===== config.mk =====
export PLATFORM = sky130hd
export DESIGN_NAME = load_store_unit
export DESIGN_NICKNAME = d
export VERILOG_FILES = /design/src/rtl/load_store_unit.sv
export SDC_FILE = /design/constraint.sdc
export NUM_CORES = 1
export LEC_CHECK = 0
export BUFFER_PORTS_ARGS = -buffer_cell sky130_fd_sc_hd__buf_2
export CAP_MARGIN = 30
export CORE_UTILIZATION = 45
export CTS_CLUSTER_DIAMETER = 100
export DETAILED_ROUTE_END_ITERATION = 6
export GPL_TIMING_DRIVEN = 1
export PLACE_DENSITY = 0.8
export SLEW_MARGIN = 20
export SYNTH_ARGS = -nofsm -noshare
export SYNTH_HDL_FRONTEND = slang
export SYNTH_SLANG_ARGS = --single-unit

===== constraint.sdc =====
create_clock -name clk -period 3.31 [get_ports clk]
set_clock_uncertainty 0.2 [all_clocks]
set_input_delay 0.331 -clock clk [delete_from_list [all_inputs] [get_ports clk]]
set_output_delay 0.331 -clock clk [all_outputs]
set_load 0.03 [all_outputs]

===== src/rtl/load_store_unit.sv =====
// Load/store unit: turns datapath load/store requests into a single-word
// valid/ready bus transaction, formats load results, stalls the datapath
// while the access is in flight, and flags misaligned/illegal accesses and
// bus timeouts.
//
// state  | meaning
// -------+--------------------------------------------------------------
// IDLE   | waiting for a request; decode and launch or flag misalign
// ACCESS | bus_valid high, waiting for bus_ready (bounded by TIMEOUT)
// DONE   | transfer complete, stall released, datapath advances
// ERR    | bus timed out, bus_fault pulse, stall released
module load_store_unit #(
    parameter int AW      = 14,
    parameter int TIMEOUT = 15
) (
    input  logic          clk,
    input  logic          rst_n,
    input  logic          req_rd,
    input  logic          req_wr,
    input  logic [2:0]    f3,
    input  logic [31:0]   addr,
    input  logic [31:0]   wdata,
    output logic [31:0]   read_data,
    output logic          stall,
    output logic          misalign,
    output logic          bus_fault,
    output logic          bus_valid,
    output logic          bus_we,
    output logic [AW-1:0] bus_addr,
    output logic [3:0]    bus_be,
    output logic [31:0]   bus_wdata,
    input  logic          bus_ready,
    input  logic [31:0]   bus_rdata
);

    localparam int CW = (TIMEOUT < 2) ? 1 : $clog2(TIMEOUT + 1);

    typedef enum logic [1:0] {
        S_IDLE   = 2'd0,
        S_ACCESS = 2'd1,
        S_DONE   = 2'd2,
        S_ERR    = 2'd3
    } state_t;

    state_t        r_state;
    logic [CW-1:0] r_cnt;
    logic [2:0]    r_f3;
    logic [1:0]    r_off;
    logic [31:0]   r_read_data;
    logic          r_bus_fault;
    logic          r_bus_valid;
    logic          r_bus_we;
    logic [AW-1:0] r_bus_addr;
    logic [3:0]    r_bus_be;
    logic [31:0]   r_bus_wdata;

    logic          w_req;
    logic          w_legal;
    logic          w_aligned;
    logic          w_go;
    logic          w_bad;
    logic [3:0]    w_be;
    logic [31:0]   w_wdata;
    logic [31:0]   w_load_fmt;
    logic [7:0]    w_byte;
    logic [15:0]   w_half;
    logic [31:0]   w_shifted;
    logic          w_unused;

    // Upper address bits beyond the 16-bit byte space are not decoded.
    assign w_unused = &{1'b0, addr[31:AW+2]};

    assign w_req = req_rd | req_wr;

    // Decode legality of f3 (a simultaneous read+write is a store) and alignment.
    always_comb begin
        w_legal = 1'b0;
        if (req_wr) begin
            w_legal = (f3 == 3'b000) || (f3 == 3'b001) || (f3 == 3'b010);
        end else begin
            w_legal = (f3 == 3'b000) || (f3 == 3'b001) || (f3 == 3'b010) ||
                      (f3 == 3'b100) || (f3 == 3'b101);
        end
        case (f3[1:0])
            2'b01:   w_aligned = ~addr[0];
            2'b10:   w_aligned = (addr[1:0] == 2'b00);
            default: w_aligned = 1'b1;
        endcase
    end

    assign w_go  = (r_state == S_IDLE) && w_req &&  (w_legal && w_aligned);
    assign w_bad = (r_state == S_IDLE) && w_req && !(w_legal && w_aligned);

    // Stall and misalign respond in the request cycle itself, so they are
    // combinational; both are forced low while reset is asserted.
    assign stall    = rst_n & (w_go | (r_state == S_ACCESS));
    assign misalign = rst_n & w_bad;

    // Byte enables and lane-replicated store data for the launching request.
    always_comb begin
        w_be    = 4'b1111;
        w_wdata = wdata;
        if (req_wr) begin
            case (f3[1:0])
                2'b00: begin
                    w_be    = 4'b0001 << addr[1:0];
                    w_wdata = {4{wdata[7:0]}};
                end
                2'b01: begin
                    w_be    = addr[1] ? 4'b1100 : 4'b0011;
                    w_wdata = {2{wdata[15:0]}};
                end
                default: begin
                    w_be    = 4'b1111;
                    w_wdata = wdata;
                end
            endcase
        end
    end

    // Lane select and sign/zero extension of the returned read word.
    always_comb begin
        w_shifted  = bus_rdata >> {r_off, 3'b000};
        w_byte     = w_shifted[7:0];
        w_half     = r_off[1] ? bus_rdata[31:16] : bus_rdata[15:0];
        case (r_f3)
            3'b000:  w_load_fmt = {{24{w_byte[7]}}, w_byte};
            3'b001:  w_load_fmt = {{16{w_half[15]}}, w_half};
            3'b100:  w_load_fmt = {24'd0, w_byte};
            3'b101:  w_load_fmt = {16'd0, w_half};
            default: w_load_fmt = bus_rdata;
        endcase
    end

    // Transaction FSM with registered bus outputs, load result and fault pulse.
    always_ff @(posedge clk or negedge rst_n) begin
        if (!rst_n) begin
            r_state     <= S_IDLE;
            r_cnt       <= '0;
            r_f3        <= 3'b000;
            r_off       <= 2'b00;
            r_read_data <= 32'd0;
            r_bus_fault <= 1'b0;
            r_bus_valid <= 1'b0;
            r_bus_we    <= 1'b0;
            r_bus_addr  <= '0;
            r_bus_be    <= 4'b0000;
            r_bus_wdata <= 32'd0;
        end else begin
            r_bus_fault <= 1'b0;
            case (r_state)
                S_IDLE: begin
                    if (w_go) begin
                        r_state     <= S_ACCESS;
                        r_cnt       <= '0;
                        r_f3        <= f3;
                        r_off       <= addr[1:0];
                        r_bus_valid <= 1'b1;
                        r_bus_we    <= req_wr;
                        r_bus_addr  <= addr[AW+1:2];
                        r_bus_be    <= w_be;
                        r_bus_wdata <= w_wdata;
                    end
                end
                S_ACCESS: begin
                    if (bus_ready) begin
                        if (!r_bus_we) begin
                            r_read_data <= w_load_fmt;
                        end
                        r_bus_valid <= 1'b0;
                        r_cnt       <= '0;
                        r_state     <= S_DONE;
                    end else if (r_cnt == CW'(TIMEOUT - 1)) begin
                        if (!r_bus_we) begin
                            r_read_data <= 32'd0;
                        end
                        r_bus_valid <= 1'b0;
                        r_bus_fault <= 1'b1;
                        r_cnt       <= '0;
                        r_state     <= S_ERR;
                    end else begin
                        r_cnt <= r_cnt + 1'b1;
                    end
                end
                S_DONE:  r_state <= S_IDLE;
                S_ERR:   r_state <= S_IDLE;
                default: r_state <= S_IDLE;
            endcase
        end
    end

    assign read_data = r_read_data;
    assign bus_fault = r_bus_fault;
    assign bus_valid = r_bus_valid;
    assign bus_we    = r_bus_we;
    assign bus_addr  = r_bus_addr;
    assign bus_be    = r_bus_be;
    assign bus_wdata = r_bus_wdata;

endmodule


==> flow_metrics.py <==
metrics = {
    "pwr": {
        "leakage_nw": 3.13,
        "ir_worst_vdd_mv": 0.498,
        "pwr_density_cell_nw_per_um2": 879,
        "power_mw": 5.36,
    },
    "worst_setup_path": {
        "cp.required_ns": 2.78,
        "path_class": "input pin to primary output",
        "crit_chain": "dlygate4sd3_1, buf_2, inv_1, ha_1, inv_1, o311ai_2, nand3_4, a21boi_0, buf_2",
        "slowest_delay_ns": 0.54,
        "cp-start-kind": "input pin",
        "cpLargestDelayFamily": "buffers and inverters",
        "worstPathMaxFanout": 23,
        "critPathSlowestCell": "dlygate4sd3_1",
        "critical_path_arrival_ns": 2.54,
        "path_buf_inv": 5,
        "r2r-start": "r_off[1]",
        "end_kind": "primary output",
        "startpoint": "f3[0]",
    },
    "synthesis": {
        "synth-simple-area-share_pct": 6.61,
        "synth_xor_area_share_pct": 0,
        "synth_flop_cell": "dfrtp_1",
        "synthAdderAreaFrac_pct": 1.36,
        "synth_top_family_by_area": "multiplexers",
        "synth_area_leaders": "dfrtp_1 (52%), mux2_1 (8.1%), mux2i_1 (4.8%)",
        "synth.distinct_cells": 42,
        "synth_nets": 500,
        "synthCells": 391,
        "synth_edf_count": 0,
        "yosysSeqAreaShare_pct": 52.2,
        "synth-compound-area-share_pct": 16.6,
        "yosys-top-cells-count": "dfrtp_1 (96), inv_1 (33), mux2_1 (33)",
        "synth_area_per_cell_um2": 11.8,
        "ys_warn_count": 0,
        "synth_mux_area_share_pct": 17.7,
        "synth_area_leader_cell": "dfrtp_1",
        "async_reset_ff_share_pct": 100,
        "synth_most_common_cell": "dfrtp_1",
        "yosys_register_bits": 96,
        "synth.cell_area_um2": 4600,
        "synth_top_area_share_pct": 52.2,
    },
    "placed_design": {
        "io_buffers": 174,
        "hpwl_mm": 8.63,
        "pre_cts_slack_ns": 0.774,
        "gp_congestion": 0.835,
    },
    "timing": {
        "rsz0062_at_grt": "false",
        "finalCritPeriodShare_pct": 92.9,
        "maxSlewHeadroom_pct": 56.4,
        "fmax_ghz": 0.325,
        "slew_violations": 0,
        "setup_viol": 0,
        "tns_ns": 0,
        "tightest_slew_ns": 0.654,
        "worst_slack_ns": 0.237,
        "hold_violations": 0,
        "min_period_ns": 3.07,
    },
    "finish": {
        "fin_nets": 699,
        "diodes": 0,
        "seqCellArea_um2": 2400,
        "multi_input_area_um2": 1950,
        "areaGrowthSynthToFinish_pct": 32.4,
        "final_core_util_pct": 61.8,
        "nFillCells": 789,
        "drive_gt1_share_pct": 38.7,
    },
    "detailed_routing": {
        "ant_nets": 0,
        "drt_wl_total_mm": 12.2,
        "viasPerCell": 5.39,
        "drt_iter0_markers": 118,
        "drc": 0,
        "dr.pass1.iters": 4,
        "vias": 3926,
        "routedWlPerCell_um": 16.8,
    },
    "flow_run": {
        "cap_violations": 0,
    },
    "cts": {
        "cts_root_buf": "clkbuf_8",
        "htreeDepth": 3,
        "cts_buffer_depth": 2,
        "clk_latency_ns": 0.36,
        "clock_sinks": 96,
        "cts_setup_buffers": 0,
        "cts_tree": "done",
        "numCtsBuffers": 9,
        "clk_pin_slew_ns": 0.09,
    },
    "floorplan": {
        "initial_utilization_pct": 46.7,
        "boundaryPins": 191,
        "rows": 36,
        "die-area_um2": 10600,
        "die_y_um": 103,
        "coreArea_um2": 9860,
        "die_w_um": 103,
    },
    "global_routing": {
        "grt_antenna_before_repair": 0,
        "grt_overflow": 0,
        "first_global_vias": 3982,
        "track_usage_pct": 23.3,
        "grt_max_degree": 53,
        "grt_pass1_wl_mm": 18.9,
    },
    "min_path": {
        "hold_start": "bus_rdata[27]",
        "hp-class": "input pin to flip-flop",
    },
    "status": {
        "outcome": "completed",
    },
}
==> worst paths after layout <==
kind,slack (ns),depth (start not counted),endpoint
worst max-delay path,0.24,9,stall
worst max register to register,1.01,4,read_data[8]
min in group asynchronous,0.29,2,read_data[22]
worst min register to register,0.29,2,read_data[4]
worst min-delay path,0.02,2,read_data[27]
max in group asynchronous,1.52,3,bus_wdata[0]
==> flip-flops by register name, indices dropped and copies added, names as in the netlist <==
signal / count
bus_be: 4
bus_we: 1
r_cnt: 4
bus_fault: 1
r_f3: 3
bus_addr: 14
read_data: 32
r_off: 2
bus_valid: 1
bus_wdata: 32
r_state: 2
==> through the flow <==
step / cells / instance area [um2] / hold WS, ns
after floorplan: 391 / 4600 / -0.165
after global placement: 682 / 5590 / 0.182
after detailed placement: 683 / 5600 / 0.184
after CTS: 726 / 6070 / 0.00101
after global routing: 728 / 6090 / 0.00521
final: 728 / 6090 / 0.0200
==> cell usage in the layout (no fill, tap or decap), types with 9 or more instances in the layout <==
cell type,n
a21oi_1,23
dlygate4sd3_1,29
mux2i_1,22
inv_1,33
dfrtp_1,96
nor2_1,15
a221o_1,17
nor2b_1,9
buf_2,173
mux2_1,33
nand2_1,17
mux2_2,18
clkbuf_8,9
==> area by class of cell <==
type	count	area share, %
clock buffers	9	2.03
clock inverters	7	1.27
inverters	33	2.03
multi-input cells	238	32.0
flip-flops and latches	96	39.4
well taps	133	2.73
repair buffers	212	20.5
==> where the power goes <==
part / leakage, nW / switching (mW) / internal [mW]
clock network: 0.101 / 0.435 / 0.359
registers: 1.16 / 0.372 / 1.68
logic: 1.87 / 1.66 / 0.858
==> layer usage <==
metal	track usage, %	share of wire, %	up-vias
li1	-	-	1818
met1	27.9	42	1882
met2	39.5	48	192
met3	4.61	7.5	34
met4	13.0	3.1	0
met5	0	0	-
==> repair_timing <==
item / CTS / global route
endpoints found under the hold margin: 70 / 2
gates resized for setup: 0 / 0
hold buffers: 27 / 2
==> worst register-to-register path: cells and delay by family (launching register included) <==
| family | cells | cell delay [ns] |
|---|---|---|
| AO/OA/AOI/OAI | 3 | 0.61 |
| flip-flops | 1 | 0.76 |
| multiplexers | 1 | 0.63 |
==> cells by family after synthesis <==
family,count (synthesis)
multiplexers,74
buffers and inverters,57
flip-flops,96
AO/OA/AOI/OAI,98
AND/OR/NAND/NOR,61
adder cells (fa/ha/maj),5
(Power assumes the default switching activity.)
